<file path="config.mk">
export PLATFORM = sky130hd
export DESIGN_NAME = dvp_capture
export DESIGN_NICKNAME = d
export VERILOG_FILES = /design/src/rtl/dvp_capture_pkg.sv /design/src/rtl/dvp_byte_packer.sv /design/src/rtl/dvp_capture.sv
export SDC_FILE = /design/constraint.sdc
export NUM_CORES = 1
export LEC_CHECK = 0
export CORE_ASPECT_RATIO = 0.7
export CORE_UTILIZATION = 55
export CTS_CLUSTER_SIZE = 24
export DETAILED_ROUTE_END_ITERATION = 8
export PLACE_DENSITY_LB_ADDON = 0.12
export SETUP_SLACK_MARGIN = 0.15
export SLEW_MARGIN = 20
export SYNTH_ARGS = -nofsm -noshare
export SYNTH_HDL_FRONTEND = slang
export SYNTH_SLANG_ARGS = --single-unit
</file>
<file path="constraint.sdc">
create_clock -name clk -period 5.1 [get_ports clk]
set_clock_uncertainty 0.2 [all_clocks]
set_input_delay 0.765 -clock clk [delete_from_list [all_inputs] [get_ports clk]]
set_output_delay 0.765 -clock clk [all_outputs]
set_load 0.01 [all_outputs]
</file>
<file path="src/rtl/dvp_capture_pkg.sv">
// Shared definitions for the DVP capture front end and later pipeline stages.
package dvp_capture_pkg;

  // Frame-level capture states.
  typedef enum logic [1:0] {
    S_SKIP = 2'd0,
    S_WAIT = 2'd1,
    S_CAPT = 2'd2
  } dvp_state_e;

  localparam int unsigned RGB565_W  = 16;
  localparam int unsigned DEF_H_ACT = 640;
  localparam int unsigned DEF_V_ACT = 480;

  // Sensor sends the high byte of each pixel first.
  function automatic logic [RGB565_W-1:0] rgb565_pack(input logic [7:0] hi,
                                                      input logic [7:0] lo);
    return {hi, lo};
  endfunction

endpackage

</file>
<file path="src/rtl/dvp_byte_packer.sv">
// Packs sensor byte pairs into RGB565 words and flags line ends.
// All outputs are registered one cycle after the byte is presented.
module dvp_byte_packer
  import dvp_capture_pkg::*;
(
  input  logic                clk,
  input  logic                rst_n,
  input  logic                en_i,
  input  logic                href_i,
  input  logic [7:0]          data_i,
  output logic [RGB565_W-1:0] word_o,
  output logic                valid_o,
  output logic                odd_o,
  output logic                line_end_o
);

  logic                phase_q, phase_d;
  logic [7:0]          hi_q, hi_d;
  logic                href_prev_q;
  logic                got_byte_q, got_byte_d;
  logic [RGB565_W-1:0] word_q, word_d;
  logic                valid_q, valid_d;
  logic                odd_q, odd_d;
  logic                line_end_q, line_end_d;

  // Byte phase tracking, pixel assembly and line-end detection.
  always_comb begin
    // NOTE: every signal gets a default before any branch so no latch is inferred.
    phase_d    = 1'b0;
    hi_d       = hi_q;
    word_d     = word_q;
    valid_d    = 1'b0;
    odd_d      = 1'b0;
    line_end_d = 1'b0;
    got_byte_d = got_byte_q;
    if (en_i) begin
      if (href_i) begin
        got_byte_d = 1'b1;
        if (!phase_q) begin
          hi_d    = data_i;
          phase_d = 1'b1;
        end else begin
          word_d  = rgb565_pack(hi_q, data_i);
          valid_d = 1'b1;
        end
      end else if (href_prev_q) begin
        // Phase still 1 here means the line ended on an unpaired byte.
        line_end_d = got_byte_q;
        odd_d      = got_byte_q & phase_q;
        got_byte_d = 1'b0;
      end
    end else begin
      got_byte_d = 1'b0;
    end
  end

  // Packer state registers with synchronous reset.
  always_ff @(posedge clk) begin
    // NOTE: sequential state uses non-blocking assignments so all registers
    // update together on the edge regardless of statement order.
    if (!rst_n) begin
      // NOTE: data registers are reset too so the pixel word reads 0 after reset.
      phase_q     <= 1'b0;
      hi_q        <= '0;
      href_prev_q <= 1'b0;
      got_byte_q  <= 1'b0;
      word_q      <= '0;
      valid_q     <= 1'b0;
      odd_q       <= 1'b0;
      line_end_q  <= 1'b0;
    end else begin
      phase_q     <= phase_d;
      hi_q        <= hi_d;
      href_prev_q <= href_i;
      got_byte_q  <= got_byte_d;
      word_q      <= word_d;
      valid_q     <= valid_d;
      odd_q       <= odd_d;
      line_end_q  <= line_end_d;
    end
  end

  assign word_o     = word_q;
  assign valid_o    = valid_q;
  assign odd_o      = odd_q;
  assign line_end_o = line_end_q;

endmodule

</file>
<file path="src/rtl/dvp_capture.sv">
// DVP camera capture: input registering, settle-frame skipping, RGB565
// packing, gated output stream and per-frame geometry checking.
module dvp_capture
  import dvp_capture_pkg::*;
#(
  parameter int unsigned FRAME_SKIP = 10,
  parameter int unsigned H_ACT      = DEF_H_ACT,
  parameter int unsigned V_ACT      = DEF_V_ACT,
  parameter int unsigned CNT_W      = 12
) (
  input  logic                clk,
  input  logic                rst_n,
  input  logic                cam_vsync,
  input  logic                cam_href,
  input  logic [7:0]          cam_data,
  output logic                dvp_vsync,
  output logic                dvp_href,
  output logic                dvp_valid,
  output logic [RGB565_W-1:0] dvp_data,
  output logic                frame_done,
  output logic [CNT_W-1:0]    line_cnt,
  output logic                size_err
);

  localparam int unsigned SKIP_W = (FRAME_SKIP > 1) ? $clog2(FRAME_SKIP + 1) : 1;
  localparam logic [CNT_W-1:0] CNT_MAX = '1;

  // Input stage (s0) and one further stage (s1) aligned with packer outputs.
  logic       s0_vs_q, s0_href_q;
  logic [7:0] s0_data_q;
  logic       s1_vs_q, s1_href_q;
  logic       vs_rise_q, vs_fall_q;

  // Packer outputs.
  logic [RGB565_W-1:0] pk_word;
  logic                pk_valid, pk_odd, pk_line_end;

  // Frame state and counters.
  dvp_state_e          state_q, state_d;
  logic [SKIP_W-1:0]   skip_q, skip_d;
  logic [CNT_W-1:0]    pix_q, pix_d, line_q, line_d;
  logic                err_q, err_d;
  logic [CNT_W-1:0]    pix_acc, line_acc;
  logic                err_acc;

  // Output registers.
  logic                dvp_vsync_q, dvp_vsync_d;
  logic                dvp_href_q, dvp_href_d;
  logic                dvp_valid_q, dvp_valid_d;
  logic [RGB565_W-1:0] dvp_data_q, dvp_data_d;
  logic                frame_done_q, frame_done_d;
  logic [CNT_W-1:0]    line_cnt_q, line_cnt_d;
  logic                size_err_q, size_err_d;

  // Register camera pins and detect vsync edges; s1_vs_q is s0 one cycle back.
  always_ff @(posedge clk) begin
    if (!rst_n) begin
      s0_vs_q   <= 1'b0;
      s0_href_q <= 1'b0;
      s0_data_q <= '0;
      s1_vs_q   <= 1'b0;
      s1_href_q <= 1'b0;
      vs_rise_q <= 1'b0;
      vs_fall_q <= 1'b0;
    end else begin
      s0_vs_q   <= cam_vsync;
      s0_href_q <= cam_href;
      s0_data_q <= cam_data;
      s1_vs_q   <= s0_vs_q;
      s1_href_q <= s0_href_q;
      vs_rise_q <= s0_vs_q & ~s1_vs_q;
      vs_fall_q <= ~s0_vs_q & s1_vs_q;
    end
  end

  dvp_byte_packer u_packer (
    .clk        (clk),
    .rst_n      (rst_n),
    .en_i       (state_q == S_CAPT),
    .href_i     (s0_href_q),
    .data_i     (s0_data_q),
    .word_o     (pk_word),
    .valid_o    (pk_valid),
    .odd_o      (pk_odd),
    .line_end_o (pk_line_end)
  );

  // Fold this cycle's pixel and line-end into the running frame counters,
  // so a frame end coinciding with them still accounts for them.
  always_comb begin
    pix_acc  = pix_q;
    line_acc = line_q;
    err_acc  = err_q;
    if (pk_valid) begin
      if (pix_q == CNT_MAX) err_acc = 1'b1;
      else                  pix_acc = pix_q + 1'b1;
    end
    if (pk_line_end) begin
      if ((pix_acc != CNT_W'(H_ACT)) || pk_odd) err_acc = 1'b1;
      if (line_q == CNT_MAX) err_acc  = 1'b1;
      else                   line_acc = line_q + 1'b1;
      pix_acc = '0;
    end
  end

  // Frame FSM next state, counter updates and gated output stream.
  always_comb begin
    state_d      = state_q;
    skip_d       = skip_q;
    pix_d        = pix_q;
    line_d       = line_q;
    err_d        = err_q;
    frame_done_d = 1'b0;
    line_cnt_d   = line_cnt_q;
    size_err_d   = size_err_q;
    dvp_vsync_d  = 1'b0;
    dvp_href_d   = 1'b0;
    dvp_valid_d  = 1'b0;
    dvp_data_d   = dvp_data_q;
    case (state_q)
      S_SKIP: begin
        if (FRAME_SKIP == 0) begin
          state_d = S_WAIT;
        end else if (vs_rise_q) begin
          skip_d = skip_q + SKIP_W'(1);
          if (skip_d == SKIP_W'(FRAME_SKIP)) state_d = S_WAIT;
        end
      end
      S_WAIT: begin
        if (vs_fall_q) begin
          state_d = S_CAPT;
          pix_d   = '0;
          line_d  = '0;
          err_d   = 1'b0;
        end
      end
      S_CAPT: begin
        dvp_vsync_d = s1_vs_q;
        dvp_href_d  = s1_href_q;
        dvp_valid_d = pk_valid;
        if (pk_valid) dvp_data_d = pk_word;
        if (vs_rise_q) begin
          frame_done_d = 1'b1;
          line_cnt_d   = line_acc;
          size_err_d   = err_acc | (line_acc != CNT_W'(V_ACT));
          pix_d        = '0;
          line_d       = '0;
          err_d        = 1'b0;
        end else begin
          pix_d  = pix_acc;
          line_d = line_acc;
          err_d  = err_acc;
        end
      end
      default: state_d = S_SKIP;
    endcase
  end

  // Frame state, counters and output registers.
  always_ff @(posedge clk) begin
    if (!rst_n) begin
      state_q      <= S_SKIP;
      skip_q       <= '0;
      pix_q        <= '0;
      line_q       <= '0;
      err_q        <= 1'b0;
      dvp_vsync_q  <= 1'b0;
      dvp_href_q   <= 1'b0;
      dvp_valid_q  <= 1'b0;
      dvp_data_q   <= '0;
      frame_done_q <= 1'b0;
      line_cnt_q   <= '0;
      size_err_q   <= 1'b0;
    end else begin
      state_q      <= state_d;
      skip_q       <= skip_d;
      pix_q        <= pix_d;
      line_q       <= line_d;
      err_q        <= err_d;
      dvp_vsync_q  <= dvp_vsync_d;
      dvp_href_q   <= dvp_href_d;
      dvp_valid_q  <= dvp_valid_d;
      dvp_data_q   <= dvp_data_d;
      frame_done_q <= frame_done_d;
      line_cnt_q   <= line_cnt_d;
      size_err_q   <= size_err_d;
    end
  end

  assign dvp_vsync  = dvp_vsync_q;
  assign dvp_href   = dvp_href_q;
  assign dvp_valid  = dvp_valid_q;
  assign dvp_data   = dvp_data_q;
  assign frame_done = frame_done_q;
  assign line_cnt   = line_cnt_q;
  assign size_err   = size_err_q;

endmodule

</file>
# After elaboration in Yosys (flattened, before gate mapping)
# Cells that the tools add are included.
# Widths: inputs -> output; s select.
[op_classes] add_sub_neg=3 eq_ne=10 mux=27 bitwise_logic=10 n_reduce_logical=14
[op_table] op="$mux 12" n=8
[op_table] op="$pmux 12 s2" n=2
[op_table] op="$add 12x1->12 const B" n=2
[op_table] op="$eq 12x12->1 const B" n=2
[op_table] op="$mux 1" n=12
[op_table] op="$ne 12x10->1 const B" n=1
[op_table] op="$ne 12x9->1 const B" n=1
[op_table] op="$reduce_and 2->1" n=5
[op_table] op="$reduce_and 3->1" n=3
[op_table] op="$mux 2" n=3
[op_table] op="$ne 2x2->1 const B" n=3
[op_table] op="$not 1->1" n=6
[op_table] op="$pmux 2 s3" n=1
[op_table] op="$add 4x1->4 const B" n=1
[op_table] op="$eq 4x4->1 const B" n=1
[op_table] op="$reduce_and 4->1" n=1
[op_table] op="$reduce_bool 2->1" n=2
[op_table] op="$reduce_or 4->1" n=1
[op_table] op="$and 1x1->1" n=3
[op_table] op="$eq 2x1->1 const B" n=1
[op_table] op="$eq 2x2->1 const B" n=1
[op_table] op="$logic_not 2->1" n=1
[op_table] op="$pmux 1 s2" n=1
[op_table] op="$logic_or 1x1->1" n=1
[op_table] op="$or 1x1->1" n=1
[word_totals] reg_bits=107 inputBits=12

# Depth between registers and ports, before layout
[logic_depth] depth_word=10 mapped_depth=9 mapped_depth_nobuf=7

# Hierarchy
# A second synthesis with hierarchy kept.
[unflattened] hier_cells=546 hier_area_um2=4692.0
[modules_own_cells] module="dvp_capture" instances=1 cells_per_inst=441 area_each_um2=3617.2 seq_area_each_um2=1561.5
[modules_own_cells] module="dvp_byte_packer" instances=1 cells_per_inst=105 area_each_um2=1074.8 seq_area_each_um2=600.6

# Least setup slack after synthesis
# OpenSTA, ideal clock, no wires.
[synth_path] path_kind="register to register" start="register line_q[0]" end="register size_err_q, in the netlist size_err" setup_time_ns=0.135 arrival_ns=1.840 slack_ns=2.925 stages_incl_launch_ff=10 path_cell_list="dfxtp_1 -> ha_1 -> buf_2 -> and2_1 -> clkbuf_1 -> a41oi_1 -> a21oi_1 -> nand4b_1 -> nor4_1 -> a31oi_1"
[synth_between] elab_chain_len=5 word_cells_on_any_way=8
[synth_rtl] element="from (decl)" line="dvp_capture.sv:41" source="logic [CNT_W-1:0] pix_q, pix_d, line_q, line_d;"
[synth_rtl] element="from (signal assigned)" line="dvp_capture.sv:178" source="line_q <= line_d;"
[synth_rtl] element="$add 12x1->12 / $eq 12x12->1 (equally long branches)" line="dvp_capture.sv:101, dvp_capture.sv:100"
[synth_rtl] element="$mux 12" line="dvp_capture.sv:100" source="if (line_q == CNT_MAX) err_acc = 1'b1;"
[synth_rtl] element="$mux 12" line="dvp_capture.sv:98" source="if (pk_line_end) begin"
[synth_rtl] element="$ne 12x9->1" line="dvp_capture.sv:145" source="size_err_d = err_acc | (line_acc != CNT_W'(V_ACT));"
[synth_rtl] element="$or 1x1->1 (*)" line="dvp_capture.sv:145"
[synth_rtl] element="to (signal assigned)" line="dvp_capture.sv:186" source="size_err_q <= size_err_d;"
[synth_rtl] element="to (decl)" line="dvp_capture.sv:53" source="logic size_err_q, size_err_d;"
# Mark *: on every way between the ends. The rest lies on a longest branch, timed or not.
# A chain may end at the register's enable or synchronous reset.

# Worst setup path after layout
[layout_path] start="register state_q[1]" end="register size_err_q, in the netlist size_err"
[layout_between] elab_chain_len=2
[layout_rtl] element="from (decl)" line="dvp_capture.sv:39" source="dvp_state_e state_q, state_d;"
[layout_rtl] element="from (signal assigned)" line="dvp_capture.sv:175" source="state_q <= state_d;"
[layout_rtl] element="$eq 2x2->1" line="dvp_capture.sv:120" source="case (state_q)"
[layout_rtl] element="$reduce_and 2->1 (no source line)"
# No other way between the ends.

==> results.json <==
{
  "critPathLaunch": "state_q[1]",
  "synth_commonest_cells": "nand2_1 (124), dfxtp_1 (107), a21boi_0 (49)",
  "ys_types": 60,
  "fin_ws_ns": 2.584,
  "die_area_sq_um": 8994,
  "nets": 578,
  "synth.top_cell.area_share": 0.4522,
  "drive_above_1_share": 0.06878,
  "crit_chain": "nor2b_1 -> and2_1 -> nand2_1 -> nor4_1 -> a31oi_1",
  "hold_path.startpoint": "s1_vs_q",
  "mappedNetlistNets": 559,
  "rsz0062_at_grt": "false",
  "coreArea_sq_um": 8108,
  "fin_cells": 668,
  "synth_edf_count": 0,
  "syn_inst": 543,
  "fin_tns_setup_ns": 0,
  "yosys-top-cells-area": "dfxtp_1 (45%), nand2_1 (9.8%), a21boi_0 (7.8%)",
  "antenna_found_initial": 0,
  "cts_buffers": 9,
  "timing.rr.start": "state_q[1]",
  "io_pins": 45,
  "first_pass_iters": 5,
  "syn_area_sq_um": 4737,
  "avgViaCountPerCell": 5.731,
  "ctsRootBufferMaster": "clkbuf_16",
  "synthArstFlopShare": 0,
  "postCtsSetupBuffers": 0,
  "initial_core_util": 0.5843,
  "cp_slowest_stage_delay_ns": 0.69,
  "rows": 27,
  "cts.repair.resized": 0,
  "cts_max_level": 3,
  "critPathKind": "flip-flop to flip-flop",
  "post-route-period-util": 0.4934,
  "ant_nets": 0,
  "gp_congestion": 0.9659,
  "wl_per_cell_microns": 15.25,
  "cap_violations": 0,
  "grt_usage": 0.2416,
  "synth_warnings": 0,
  "slowest_stage": "and2_1",
  "synth_top_cell_by_area": "dfxtp_1",
  "overflow": 0,
  "syn_avg_cell_area_sq_um": 8.724,
  "grt_pass1_wl_microns": 16970,
  "critPathRequiredTime_ns": 5.12,
  "dp_hpwl_microns": 6894,
  "area_growth_pct": 14.84,
  "worstSkewPairLatency_ns": 0.35,
  "drv_slew": 0,
  "first_iter_violations": 255,
  "clock_path_buffers": 2,
  "die_h_microns": 79.65,
  "drc": 0,
  "max_slew.worst_pin.slew_ns": 0.9451,
  "finalHoldViolCount": 0,
  "cts.clk_slew.worst_paths_ns": 0.07,
  "n_antenna_cell": 0,
  "grt_max_degree": 55,
  "endpoint_kind": "flip-flop",
  "ctsHoldBuffers": 0,
  "ys_ff_latch": 107,
  "p_leak_nw": 1.882,
  "arrival_ns": 2.54,
  "timing.fmax_mhz": 397.4,
  "yosysSeqAreaShare": 0.4522,
  "period_needed_ns": 2.516,
  "vias": 3828,
  "finalSetupViolCount": 0,
  "cts_tree": "yes",
  "peakVddDrop_mv": 0.2737,
  "outcome": "finished, final reports clean",
  "routed_wirelength_microns": 10190,
  "grt_pass1_vias": 3437,
  "max_slew_margin": 0.3699,
  "io_buffers": 44,
  "cts.sinks": 107,
  "die_width_microns": 112.9,
  "worstSetupStartpointType": "flip-flop",
  "post-place-ws_ns": 2.662,
  "min_path_type": "flip-flop to flip-flop",
  "dp.cells": 652,
  "yosysMostFrequentCell": "nand2_1",
  "crit_fanout": 18,
  "p_per_area_nw_per_um2": 296.5,
  "synthFlopType": "dfxtp_1"
}
-- cells in the final DEF, fill, tap and decap left out, types with 8 or more instances in the layout --
cell type        count
a21boi_0            49
a21oi_1             18
a22oi_1              9
a31oi_1             10
and2_1              28
clkbuf_16            9
clkdlybuf4s50_1     43
dfxtp_1            107
nand2_1            124
nand3_1              8
nand4_1              9
nor2_1              13
nor2b_1             18
nor3_1              10
o21ai_0             11
-- metal layers --
| layer | track usage | routed length [microns] | vias to the layer above |
|---|---|---|---|
| met3 | 0.06530 | 589 | 12 |
| met5 | 0 | 0 | - |
| li1 | - | - | 1919 |
| met1 | 0.3514 | 5208 | 1783 |
| met4 | 0.06842 | 98 | 0 |
| met2 | 0.3494 | 4293 | 114 |
-- layout make-up --
class | instances | area (sq um)
clock buffer | 9 | 225.2
fill | 672 | 2668
clock inverter | 7 | 91.34
sequential | 107 | 2142
tap | 101 | 126.4
inverter | 6 | 22.52
timing repair buffer | 46 | 450.4
multi-input combinational | 392 | 2382
-- critical path: cells and delay by family, from the launching register on --
kind | cells | cell delay [ns]
flops | 1 | 0.37
compound gates | 1 | 0.11
simple gates | 4 | 1.70
-- through the flow --
step | area, sq um | util | hold slack, ns | total power [W]
after global placement | 5124 | 0.6319 | 0.2101 | 0.0008962
after floorplan | 4737 | - | 0.1985 | 0.0008840
after global routing | 5440 | 0.6710 | 0.2651 | 0.001665
final | 5440 | 0.6710 | 0.2421 | 0.001613
after detailed placement | 5124 | 0.6319 | 0.2331 | 0.0008975
after CTS | 5440 | 0.6710 | 0.2452 | 0.001622
-- path summary, 6_finish.rpt --
check / endpoint / slack (ns) / depth (start not counted)
max: size_err / 2.58 / 5
min: vs_rise_q / 0.24 / 1
max reg2reg: size_err / 2.58 / 5
min reg2reg: vs_rise_q / 0.24 / 1
-- registers in the layout, indices dropped and copies added (netlist names), 2 cells and up --
name	flops
line_q	12
pix_q	12
skip_q	4
dvp_data	16
state_q	2
u_packer.hi_q	8
line_cnt	12
s0_data_q	8
u_packer.word_o	16
-- report_power, final --
group	total [W]	internal (W)	switching [W]
logic	0.0000323	0.0000183	0.0000140
registers	0.000846	0.000841	0.00000478
clock network	0.000735	0.000429	0.000305
-- cell families after synthesis --
group                      after synthesis  share of synthesized area
AOI/OAI and AO/OA                      125                     0.1955
xor gates and xnor gates                11                    0.02034
adders and majority gates                4                    0.01057
buffers and inverters                   44                    0.04490
DFF                                    107                     0.4522
muxes                                    3                   0.006603
and+or+nand+nor                        249                     0.2699
Note: power is estimated with default switching activity, not from simulation.
